**config.mk**
```make
export PLATFORM = sky130hd
export DESIGN_NAME = switch_debouncer_flat
export DESIGN_NICKNAME = d
export VERILOG_FILES = /design/src/rtl/switch_debouncer_if.sv /design/src/rtl/switch_debouncer.sv /design/src/flat_wrapper.sv
export SDC_FILE = /design/constraint.sdc
export NUM_CORES = 1
export LEC_CHECK = 0
export BUFFER_PORTS_ARGS = -buffer_cell sky130_fd_sc_hd__buf_2
export CAP_MARGIN = 0
export CORE_MARGIN = 2
export CORE_UTILIZATION = 30
export DETAILED_ROUTE_END_ITERATION = 16
export PLACE_DENSITY = 0.41
export REMOVE_ABC_BUFFERS = 1
export SLEW_MARGIN = 20
export SYNTH_ARGS = -nofsm -noshare
export SYNTH_HDL_FRONTEND = slang
export SYNTH_SLANG_ARGS = --single-unit
```
**constraint.sdc**
```tcl
create_clock -name clk -period 5.2 [get_ports clk]
set_input_delay 1.04 -clock clk [delete_from_list [all_inputs] [get_ports clk]]
set_output_delay 1.04 -clock clk [all_outputs]
set_load 0.01 [all_outputs]
```
**src/rtl/switch_debouncer_if.sv**
```systemverilog
// Switch/button conditioning interface.
// Groups the raw board pins and the conditioned outputs of switch_debouncer.
// There is no valid/ready handshake on this bus: sw_raw/btn_raw are free-running
// asynchronous pins, sw_level/pause are levels, and sw_rise/sw_fall/sw_change/
// btn_press are single-cycle pulses that the consumer must sample every clock.
interface switch_debouncer_if #(
   parameter int WIDTH = 8
) ();
   logic [WIDTH-1:0] sw_raw;
   logic             btn_raw;
   logic [WIDTH-1:0] sw_level;
   logic [WIDTH-1:0] sw_rise;
   logic [WIDTH-1:0] sw_fall;
   logic             sw_change;
   logic             btn_press;
   logic             pause;

   // Board / stimulus side: drives the pins, watches the conditioned outputs.
   modport master (
      output sw_raw, btn_raw,
      input  sw_level, sw_rise, sw_fall, sw_change, btn_press, pause
   );

   // Debouncer side.
   modport slave (
      input  sw_raw, btn_raw,
      output sw_level, sw_rise, sw_fall, sw_change, btn_press, pause
   );
endinterface

```
**src/rtl/switch_debouncer.sv**
```systemverilog
// switch_debouncer: synchronizes, debounces and edge-detects the slide switches
// and the pause button in the clk_orig domain.
// Optional feature macro: PAUSE_TOGGLE_EN
//   defined   -> pause is a register toggled by each btn_press
//   undefined -> pause is the debounced button level
module switch_debouncer #(
   parameter int WIDTH     = 8,
   parameter int DB_CYCLES = 1000000,
   parameter int CNT_W     = 20
) (
   input logic            clk,
   input logic            rst_n,
   switch_debouncer_if.slave bus
);

   // Channel WIDTH is the pause button; channels 0..WIDTH-1 are the switches.
   localparam int N = WIDTH + 1;
   localparam logic [CNT_W-1:0] DB_LAST = CNT_W'(DB_CYCLES - 1);

   logic [N-1:0] raw;
   logic [N-1:0] sync_s1;
   logic [N-1:0] sync_s2;
   logic [N-1:0] level;
   logic [N-1:0] accept;

   assign raw = {bus.btn_raw, bus.sw_raw};

   // Two-flop synchronizer for every raw pin; only sync_s2 feeds the debounce.
   always_ff @(posedge clk or negedge rst_n) begin
      if (!rst_n) begin
         sync_s1 <= '0;
         sync_s2 <= '0;
      end else begin
         sync_s1 <= raw;
         sync_s2 <= sync_s1;
      end
   end

   for (genvar i = 0; i < N; i++) begin : g_db
      logic [CNT_W-1:0] cnt_q;
      logic             level_q;
      logic             accept_q;

      // Per-channel debounce: count consecutive cycles that disagree with the
      // accepted level; on the last one adopt the new level and flag acceptance.
      always_ff @(posedge clk or negedge rst_n) begin
         if (!rst_n) begin
            cnt_q    <= '0;
            level_q  <= 1'b0;
            accept_q <= 1'b0;
         end else begin
            accept_q <= 1'b0;
            if (sync_s2[i] == level_q) begin
               cnt_q <= '0;
            end else if (cnt_q == DB_LAST) begin
               cnt_q    <= '0;
               level_q  <= sync_s2[i];
               accept_q <= 1'b1;
            end else begin
               cnt_q <= cnt_q + CNT_W'(1);
            end
         end
      end

      assign level[i]  = level_q;
      assign accept[i] = accept_q;
   end

   // The accept flag and the new level are registered on the same edge, so the
   // direction of the accepted change is simply the current level.
   assign bus.sw_level  = level[WIDTH-1:0];
   assign bus.sw_rise   = accept[WIDTH-1:0] & level[WIDTH-1:0];
   assign bus.sw_fall   = accept[WIDTH-1:0] & ~level[WIDTH-1:0];
   assign bus.sw_change = |accept[WIDTH-1:0];
   assign bus.btn_press = accept[WIDTH] & level[WIDTH];

`ifdef PAUSE_TOGGLE_EN
   logic pause_q;

   // Press = pause, press again = resume; visible the cycle after btn_press.
   always_ff @(posedge clk or negedge rst_n) begin
      if (!rst_n) begin
         pause_q <= 1'b0;
      end else if (bus.btn_press) begin
         pause_q <= ~pause_q;
      end
   end

   assign bus.pause = pause_q;
`else
   // Pause only while the button is held (debounced level).
   assign bus.pause = level[WIDTH];
`endif

endmodule

```
**src/flat_wrapper.sv**
```systemverilog
// flat-port wrapper written by rule: the top's interface ports become plain ports
module switch_debouncer_flat 
#(
   parameter int WIDTH     = 8,
   parameter int DB_CYCLES = 1000000,
   parameter int CNT_W     = 20
)
  (clk, rst_n, bus_sw_raw, bus_btn_raw, bus_sw_level, bus_sw_rise, bus_sw_fall, bus_sw_change, bus_btn_press, bus_pause);
  switch_debouncer_if #(.WIDTH(WIDTH)) bus_i ();
  input logic clk;
  input logic rst_n;
  input wire logic [$bits(bus_i.sw_raw)-1:0] bus_sw_raw;
  input wire logic [$bits(bus_i.btn_raw)-1:0] bus_btn_raw;
  output wire logic [$bits(bus_i.sw_level)-1:0] bus_sw_level;
  output wire logic [$bits(bus_i.sw_rise)-1:0] bus_sw_rise;
  output wire logic [$bits(bus_i.sw_fall)-1:0] bus_sw_fall;
  output wire logic [$bits(bus_i.sw_change)-1:0] bus_sw_change;
  output wire logic [$bits(bus_i.btn_press)-1:0] bus_btn_press;
  output wire logic [$bits(bus_i.pause)-1:0] bus_pause;
  assign bus_i.sw_raw = bus_sw_raw;
  assign bus_i.btn_raw = bus_btn_raw;
  assign bus_sw_level = bus_i.sw_level;
  assign bus_sw_rise = bus_i.sw_rise;
  assign bus_sw_fall = bus_i.sw_fall;
  assign bus_sw_change = bus_i.sw_change;
  assign bus_btn_press = bus_i.btn_press;
  assign bus_pause = bus_i.pause;
  switch_debouncer #(.WIDTH(WIDTH), .DB_CYCLES(DB_CYCLES), .CNT_W(CNT_W)) u_core (.clk(clk), .rst_n(rst_n), .bus(bus_i));
endmodule
```
==> metrics <==
CP delay by family, top simple AND/OR/NAND/NOR gates; Die Wd around 190 um; Flop pwr share 48.9%; area leader, netlist dfrtp_1; worst-margin pin slew 0.908 ns; Clock Root Buffer clkbuf_16; Worst Hold Path EP u_core.sync_s2[3]; Final Cycle Share about half; hold_sp u_core.sync_s1[3]; Slew Limit Headroom 39.5%; nets@finish 1101; initial antenna violation count 0; Clock Latency Late Sink 0.53 ns; TritonRoute pass-1 iters 4; Initial Util 30.7%; vias in the first global route 7323; GR Overflow Total 0; Req. time, crit path 4.16 ns; hold slack 0.346 ns; H-tree depth 1; Finish-stage setup viols 0; Ys Warns 0; CTS Buf Count 27; Post-CTS Repair Setup Buffers 0; Top Ports 38; leading post-synthesis cells by instance count 216 x dfrtp_1, 152 x nor2_1, 82 x xnor2_1, 64 x nand3_1, 51 x nand2_1; Unique masters post-synth 45; DRT Wirelength 21.6 mm; final setup TNS 0 ns; Die ar. 36000 um2; DR WL/cell 14.0 um; sequential area share after synthesis 52.3%; Clock transition at path regs 0.05 ns; Worst R2R End u_core.g_db[2].cnt_q[9]; proportion of layout cells with a drive suffix above 1 10.1%; CP startpoint kind flop; vias after detailed routing 7418; crit path buf inv count 1; Worst Hold Class reg -> reg; R2R cell count 5; Setup crit end kind output pin; CP Class reg -> out; Ant. Diodes 0; crit path cell chain nor4_1 -> nand2_1 -> buf_2; Worst Skew 0.0131 ns; highest cell delay on the worst timing path 0.42 ns; R2R setup slack 2.67 ns; # DRC 0; largest net degree at the start of global routing approximately 110; I/O Buffers 37; DR vias/cell about 4.8; Post-synth top flop dfrtp_1; global-route wire length before repair 37.3 mm; GP Congestion 0.713; unrepaired setup endpoints after global routing no; CTS sink cnt 216; Fin. Hold Viols 0; total power draw 3.55 mW; worst vdd ir 0.236 mV; Lkg Pwr approximately 4.7 nW; final count of pins violating max slew 0; Yosys top cell area share 52.3%; post-synthesis average cell area between 9 and 10 um2; Crit Path Max Fanout 3; final HPWL from detailed placement 14.1 mm; Row Count 67; # hold bufs at CTS 0; Post-Syn Instances about 1000; Critical R2R Launch u_core.g_db[2].cnt_q[15]; crit path DAT 1.65 ns; status completed; most instantiated library cell after synthesis dfrtp_1; Synth Cell Area 10300 um2; initial drt markers about 400; Die H between 150 and 200 um; clock group share of total power around 48%; hold-critical path depth 0; core region area around 34000 um2; max_cap viols 0; clk buf depth 3; ANT nets after route 0; pwr dens 301 nW/um2; Pint roughly 2.7 mW; CTS tree built; slowest library cell on the worst path dfrtp_1; f_max 371 MHz; crit path time final ~2.7 ns; ys async rst share 100%; synth-to-layout area growth 14.1%; filler cell count 3500; Overall Global Routing Usage 12.3%; Psw ~0.80 mW; Gate power share 3.0%; Gates resized, CTS repair 0; Area contributors post-synth dfrtp_1 52%, xnor2_1 6.9%, nor2_1 5.5%; Yosys reg bits ~220; Post-synth EDFFs 0; Switching Share 22.5%
-- logic make-up after synthesis --
logic type	Yosys count	share of synthesized area, %
AOI/OAI and AO/OA	102	5.79
xor gates and xnor gates	125	10.6
DFF	216	52.3
buffers and inverters	72	3.02
muxes	10	1.08
adders and majority gates	9	1.09
and+or+nand+nor	512	26.2
-- power by group through the flow --
stage               Sequential [mW]  Combinational (mW)  Clock, mW
floorplan                      1.75              0.0476          0
global placement               1.76               0.111          0
detailed placement             1.76               0.110          0
CTS                            1.73               0.111       1.78
global route                   1.73               0.125       1.86
finish                         1.73               0.105       1.71
-- layout make-up --
cell class | count | area [um2] | share of cell area, %
sequential | 216 | 5410 | 45.8
clock buffer | 40 | 774 | 6.56
inverter | 34 | 128 | 1.08
timing repair buffer | 44 | 264 | 2.24
multi-input combinational | 758 | 4650 | 39.4
clock inverter | 3 | 18.8 | 0.159
tap | 448 | 561 | 4.75
-- how the worst max path moves through the flow --
stage                             startpoint                  endpoint  slack [ns]  depth (start not counted)
floorplan           u_core.g_db[8].cnt_q[16]  u_core.g_db[8].cnt_q[10]        2.62                          4
CTS                  u_core.g_db[2].accept_q             bus_sw_change        2.43                          3
finish               u_core.g_db[1].accept_q             bus_sw_change        2.51                          3
global route         u_core.g_db[1].accept_q             bus_sw_change        2.35                          3
detailed placement  u_core.g_db[2].cnt_q[15]  u_core.g_db[2].cnt_q[10]        2.65                          5
global placement    u_core.g_db[2].cnt_q[15]  u_core.g_db[2].cnt_q[10]        2.66                          5
-- through the flow --
stage | utilization (%) | setup slack, ns | instances | instance area (um2)
after global placement | 32.6 | 2.66 | 1499 | 11000
final | 35.0 | 2.51 | 1543 | 11800
after detailed placement | 32.6 | 2.65 | 1499 | 11000
after floorplan | - | 2.62 | 1008 | 10200
after CTS | 35.0 | 2.43 | 1542 | 11800
after global routing | 35.0 | 2.35 | 1543 | 11800
-- registers in the layout, summed over array words and instances (netlist names) --
register / count
u_core.g_db.cnt_q: 180
u_core.g_db.accept_q: 9
u_core.sync_s1: 9
u_core.sync_s2: 9
u_core.g_db.level_q: 8
u_core.bus.pause: 1
-- cell usage in the layout (no fill, tap or decap), drive strengths merged, types with 11 or more instances in the layout --
cell and n:
a21oi 46, and2 20, and3 15, buf 44
clkbuf 40, dfrtp 216, inv 35, nand2 51
nand3 68, nand4 45, nor2 152, nor2b 11
nor3 29, nor4 36, o21ai 33, o31ai 14
or3 29, or4 26, xnor2 82, xor2 43
-- per-layer routing --
metal	track usage, %	part of all wire [%]	vias to the layer above	routed length [um]
li1	-	-	3747	-
met1	16.9	49	3576	10600
met2	20.4	46	67	9960
met3	2.10	2.8	28	613
met4	2.95	1.9	0	414
met5	0	0	-	0
Power figures use the tool's default switching activity.
